$ cat src/rtl/led_panel_scan.sv
// led_panel_scan: multiplexed RGB LED panel scanner with a double-buffered
// 3-bit-per-pixel frame store. The host writes the back bank, and the banks
// are exchanged only at a frame boundary.
//
// state    | meaning
// ---------+-------------------------------------------------------------
// SETUP    | start a row: clear aclk/arst pulses, keep blanked, col=0
// SHIFT_LO | drive pixel {row,col} and drop sclk
// SHIFT_HI | raise sclk (data valid at this edge), advance col
// LATCH    | pulse latch to transfer the shifted row, clear rgb
// UNBLANK  | end the latch pulse, turn LEDs on, start the dwell count
// DWELL    | hold the row lit for dwell_in+1 cycles
// NEXTROW  | advance the row counter; at frame end reset it and maybe swap
module led_panel_scan #(
  parameter int COL_BITS = 5,
  parameter int ROW_BITS = 2,
  parameter int DWELL_W  = 8
) (
  input  logic                         clk,
  input  logic                         reset,
  input  logic                         wr_en,
  input  logic [ROW_BITS+COL_BITS-1:0] wr_addr,
  input  logic [2:0]                   wr_rgb,
  input  logic                         swap_req,
  output logic                         swap_ack,
  input  logic [DWELL_W-1:0]           dwell_in,
  output logic                         red_out,
  output logic                         green_out,
  output logic                         blue_out,
  output logic                         sclk_out,
  output logic                         latch_out,
  output logic                         blank_out,
  output logic                         aclk_out,
  output logic                         arst_out
);

  localparam int ADDR_W = ROW_BITS + COL_BITS;
  localparam int DEPTH  = 1 << ADDR_W;

  typedef enum logic [2:0] {
    ST_SETUP,
    ST_SHIFT_LO,
    ST_SHIFT_HI,
    ST_LATCH,
    ST_UNBLANK,
    ST_DWELL,
    ST_NEXTROW
  } state_t;

  state_t              state, state_n;
  logic [ROW_BITS-1:0] row, row_n;
  logic [COL_BITS-1:0] col, col_n;
  logic [DWELL_W-1:0]  dwell_cnt, dwell_cnt_n;
  logic [2:0]          rgb_q, rgb_n;
  logic                sclk_n, latch_n, blank_n, aclk_n, arst_n, ack_n;
  logic                front_sel, front_sel_n;
  logic                swap_pending, swap_pending_n;

  logic [2:0] mem_bank0 [DEPTH];
  logic [2:0] mem_bank1 [DEPTH];
  logic [2:0] front_rgb;

  assign {red_out, green_out, blue_out} = rgb_q;

  // Scan read of the displayed bank at the current {row, col}.
  always_comb begin
    front_rgb = front_sel ? mem_bank1[{row, col}] : mem_bank0[{row, col}];
  end

  // Host writes always target the bank that is not being displayed this cycle.
  always_ff @(posedge clk) begin
    if (wr_en) begin
      if (front_sel) mem_bank0[wr_addr] <= wr_rgb;
      else           mem_bank1[wr_addr] <= wr_rgb;
    end
  end

  // State, counters and registered panel outputs.
  always_ff @(posedge clk) begin
    if (reset) begin
      state        <= ST_SETUP;
      row          <= '0;
      col          <= '0;
      dwell_cnt    <= '0;
      rgb_q        <= 3'b000;
      sclk_out     <= 1'b1;
      latch_out    <= 1'b0;
      blank_out    <= 1'b1;
      aclk_out     <= 1'b0;
      arst_out     <= 1'b1;
      swap_ack     <= 1'b0;
      front_sel    <= 1'b0;
      swap_pending <= 1'b0;
    end else begin
      state        <= state_n;
      row          <= row_n;
      col          <= col_n;
      dwell_cnt    <= dwell_cnt_n;
      rgb_q        <= rgb_n;
      sclk_out     <= sclk_n;
      latch_out    <= latch_n;
      blank_out    <= blank_n;
      aclk_out     <= aclk_n;
      arst_out     <= arst_n;
      swap_ack     <= ack_n;
      front_sel    <= front_sel_n;
      swap_pending <= swap_pending_n;
    end
  end

  // Next-state and next-output decode.
  always_comb begin
    state_n        = state;
    row_n          = row;
    col_n          = col;
    dwell_cnt_n    = dwell_cnt;
    rgb_n          = rgb_q;
    sclk_n         = sclk_out;
    latch_n        = latch_out;
    blank_n        = blank_out;
    aclk_n         = aclk_out;
    arst_n         = arst_out;
    ack_n          = 1'b0;
    front_sel_n    = front_sel;
    swap_pending_n = swap_pending | swap_req;

    case (state)
      ST_SETUP: begin
        blank_n = 1'b1;
        arst_n  = 1'b0;
        aclk_n  = 1'b0;
        col_n   = '0;
        state_n = ST_SHIFT_LO;
      end
      ST_SHIFT_LO: begin
        sclk_n  = 1'b0;
        rgb_n   = front_rgb;
        state_n = ST_SHIFT_HI;
      end
      ST_SHIFT_HI: begin
        sclk_n = 1'b1;
        if (col == {COL_BITS{1'b1}}) begin
          state_n = ST_LATCH;
        end else begin
          col_n   = col + 1'b1;
          state_n = ST_SHIFT_LO;
        end
      end
      ST_LATCH: begin
        latch_n = 1'b1;
        rgb_n   = 3'b000;
        state_n = ST_UNBLANK;
      end
      ST_UNBLANK: begin
        latch_n     = 1'b0;
        blank_n     = 1'b0;
        dwell_cnt_n = '0;
        state_n     = ST_DWELL;
      end
      ST_DWELL: begin
        // Blank is raised as the dwell ends so the LEDs are lit for exactly
        // dwell_in+1 cycles; NEXTROW then keeps it high.
        if (dwell_cnt == dwell_in) begin
          blank_n = 1'b1;
          state_n = ST_NEXTROW;
        end else begin
          dwell_cnt_n = dwell_cnt + 1'b1;
        end
      end
      ST_NEXTROW: begin
        blank_n = 1'b1;
        if (row != {ROW_BITS{1'b1}}) begin
          row_n  = row + 1'b1;
          aclk_n = 1'b1;
        end else begin
          row_n  = '0;
          arst_n = 1'b1;
          if (swap_pending || swap_req) begin
            front_sel_n    = ~front_sel;
            swap_pending_n = 1'b0;
            ack_n          = 1'b1;
          end
        end
        state_n = ST_SETUP;
      end
      default: state_n = ST_SETUP;
    endcase
  end

endmodule
$ cat config.mk
export PLATFORM = sky130hd
export DESIGN_NAME = led_panel_scan
export DESIGN_NICKNAME = d
export VERILOG_FILES = /design/src/rtl/led_panel_scan.sv
export SDC_FILE = /design/constraint.sdc
export NUM_CORES = 1
export LEC_CHECK = 0
export ABC_AREA = 1
export BUFFER_PORTS_ARGS = -buffer_cell sky130_fd_sc_hd__buf_2
export CORE_ASPECT_RATIO = 0.8
export CORE_UTILIZATION = 35
export DETAILED_ROUTE_END_ITERATION = 8
export GPL_ROUTABILITY_DRIVEN = 1
export SLEW_MARGIN = 20
export SYNTH_ARGS = -nofsm -noshare
export SYNTH_HDL_FRONTEND = slang
export SYNTH_SLANG_ARGS = --single-unit
$ cat constraint.sdc
create_clock -name clk -period 1.9 [get_ports clk]
set_clock_uncertainty 0.15 [all_clocks]
set_input_delay 0.285 -clock clk [delete_from_list [all_inputs] [get_ports clk]]
set_output_delay 0.285 -clock clk [all_outputs]
set_load 0.03 [all_outputs]
==> impl_metrics.csv <==
group,metric,value,unit
die,coreArea,95500,um2
die,num_rows,101,
die,die-area,98300,um2
die,initial_core_util,35.6,%
timing,worst_slew_pin_slew,0.637,ns
synth,ys.flop_type,"edfxtp_1",
global_routing,grt_first_pass_wirelength,145000,um
synth,yosysSeqAreaShare,69.6,%
timing,setup_violations,8,
clock_tree,clkSinkCount,797,
global_routing,grt_overflow,0,
setup_path,crit_path_end_kind,"flop",
power,cellPowerDensity,881,nW/um2
clock_tree,clockRootBuffer,"clkbuf_16",
setup_path,crit_fanout,8,
setup_path,reg2reg_slack,-0.42,ns
finish,finalCoreUtilization,44.4,%
setup_path,worstReg2RegEnd,"rgb_q[0]",
setup_path,start_kind,"flop",
timing,worst_slack,-0.421,ns
setup_path,required,2.34,ns
setup_path,r2r_start,"col[0]",
synth,synthesis.instances,3140,
finish,drive_gt1_share,20.1,%
placed_design,portBuffers,30,
timing,max_slew_margin,57.5,%
synth,synth_seq_cells,797,
global_routing,antenna_found_initial,7,
setup_path,cp-startpoint,"col[0]",
worst_hold_path,hold_path.class,"in -> reg",
placed_design,gp_congestion,0.911,
synth,synthMostInstantiatedCell,"nand2_1",
synth,ys_warn_count,0,
worst_hold_path,whs_path_depth,1,
run_status,violations,"negative setup slack",
timing,hold_slack,0.0431,ns
timing,max_freq,431,MHz
timing,rsz0062_at_grt,"yes",
die,ios,31,
global_routing,grt_pass1_vias,23400,
routing,dr.pass1.iters,7,
clock_tree,numCtsBuffers,79,
synth,synth.distinct_cells,29,
power,p_leak,15.3,nW
routing,via_count,24800,
run_status,outcome,"finished, violations left",
die,fp.dieH,281,um
synth,synth.net_count,3166,
clock_tree,clk_path_buf_depth,3,
placed_design,dp.cells,4585,
timing,hold_viol,0,
power,irDropWorstVdd,680,uV
synth,netlist_area,34000,um2
routing,routed_wl,98100,um
placed_design,place_hpwl,61700,um
timing,drv_slew,0,
worst_hold_path,min_to,"mem_bank1[127][1]",
setup_path,critPathKind,"reg -> reg",
finish,nets,3453,
routing,wl_per_cell,20.5,um
clock_tree,clkTransAtPathRegs,0.07,ns
finish,nFillCells,8816,
timing,timing.final.crit_share,122,%
worst_hold_path,hold_start,"wr_rgb[1]",
synth,synthArstFlopShare,0,%
synth,yosys.area.top_type,"edfxtp_1",
routing,drtIter0Drc,2938,
setup_path,reg2regPathDepth,16,
die,die_width,350,um
clock_tree,htreeDepth,3,
routing,drtAntennaViolNets,0,
synth,synth_commonest_cells,"nand2_1 (984), edfxtp_1 (768), nand3_1 (730), nor2_1 (221), nor3_1 (91)",
clock_tree,cts_tree,"done",
synth,synth_area_leaders,"edfxtp_1 (68%), nand2_1 (11%), nand3_1 (11%)",
setup_path,arrival,2.76,ns
global_routing,grt_max_degree,74,
timing,tns,-1.72,ns
synth,synth_edf_count,768,
routing,route.detailed.drc,0,
synth,post-synth-top-area-fraction,67.9,%
finish,syn_to_final_growth,24.9,%
flow_run,maxCapViolations,0,
routing,viasPerCell,5.19,
finish,stdcell_count,4778,
timing,layout_min_cycle_time,2.32,ns
synth,synthesis.area_per_instance,10.8,um2
global_routing,grt_usage,19.6,%
clock_tree,worstSkewPairLatency,0.65,ns
## repair_timing
item	4_1_cts	5_1_grt
setup endpoints to repair	8	20
pin swaps	20	43
buffers inserted	15	10
hold buffers	4	0
gates resized for setup	99	105
hold endpoints to repair	38	0
gates cloned	14	8
## cell usage in the layout, fill, tap and decap left out, types with 4 or more instances in the layout
master	instances
inv_1	49
or2_2	4
clkinv_2	21
clkinvlp_4	7
o21ai_0	8
clkinv_1	12
nand3_2	83
a21oi_2	4
bufinv_16	8
dlygate4sd3_1	4
buf_16	22
buf_12	73
xor2_1	4
nand3_1	644
buf_6	5
clkbuf_16	89
nand2_2	33
clkbuf_1	13
nor3_2	12
buf_4	268
dfxtp_1	22
buf_2	27
nor3_1	83
dfxtp_4	4
edfxtp_1	768
nor2_1	216
nand2_4	9
a21oi_1	12
nand2_1	943
## kinds of logic after synthesis
logic type | count (synthesis) | share of synthesized area, %
compound gates | 31 | 0.490
xor+xnor | 7 | 0.180
fa+ha+maj | 4 | 0.147
simple gates | 2038 | 25.7
buf+inv | 263 | 3.90
flops | 797 | 69.6
## layer usage
metal	share of wire (%)	up-vias	track usage, %
li1	-	11500	-
met1	44	11900	28.2
met2	43	1126	28.6
met3	9.4	195	4.94
met4	3.0	6	6.94
met5	0.039	-	0
## flip-flops by register name (all words and copies together), names as in the netlist, 2 cells and up
name / flops
row: 2
col: 5
mem_bank1: 384
rgb_q: 3
mem_bank0: 384
state: 3
dwell_cnt: 8
## power by group
| part | internal (mW) | total, mW | switching [mW] |
|---|---|---|---|
| logic | 0.873 | 2.44 | 1.56 |
| clock network | 8.93 | 15.7 | 6.73 |
| registers | 19.3 | 19.3 | 0.0283 |
| total | 29.1 | 37.4 | 8.33 |
## final cells by class
type | instances | area (um2) | share of cell area (%)
sequential | 797 | 23700 | 55.8
timing repair buffer | 413 | 4610 | 10.9
clock buffer | 94 | 2080 | 4.89
timing repair inverter | 2 | 38.8 | 0.0914
tap | 1287 | 1610 | 3.79
clock inverter | 50 | 483 | 1.14
inverter | 54 | 223 | 0.525
multi-input combinational | 2080 | 9740 | 22.9
antenna | 1 | 2.50 | 0.00590
## how the worst max path moves through the flow
stage          cells past startpoint  slack (ns)          endpoint
2_1_floorplan                      5       -0.04  mem_bank1[15][0]
5_1_grt                           16       -0.50          rgb_q[0]
4_1_cts                           14       -0.31          rgb_q[0]
3_5_place_dp                      15       -0.38          rgb_q[0]
6_report                          16       -0.42          rgb_q[0]
3_3_place_gp                      14       -0.39          rgb_q[0]
## worst max-delay path, cell delays in order, from the launching register on
cell and delay [ns]:
dfxtp_4 0.42, buf_12 0.14, buf_12 0.16, buf_12 0.17
clkbuf_16 0.16, nand2_1 0.05, nand3_1 0.12, nand3_2 0.10
nand3_2 0.10, nand2_1 0.09, nand2_1 0.08, nand3_1 0.07
nand3_1 0.09, nand3_1 0.08, nand2_1 0.09, nand2_1 0.06
a21oi_2 0.12
## metrics by stage
stage                     setup slack, ns  power (mW)  instance area, um2
after floorplan                   -0.0434        20.6               34000
after CTS                          -0.311        37.5               41700
final                              -0.421        37.4               42400
after global routing               -0.503        38.4               42400
after detailed placement           -0.381        21.7               38100
after global placement             -0.390        21.7               38100
(Power assumes the default switching activity.)
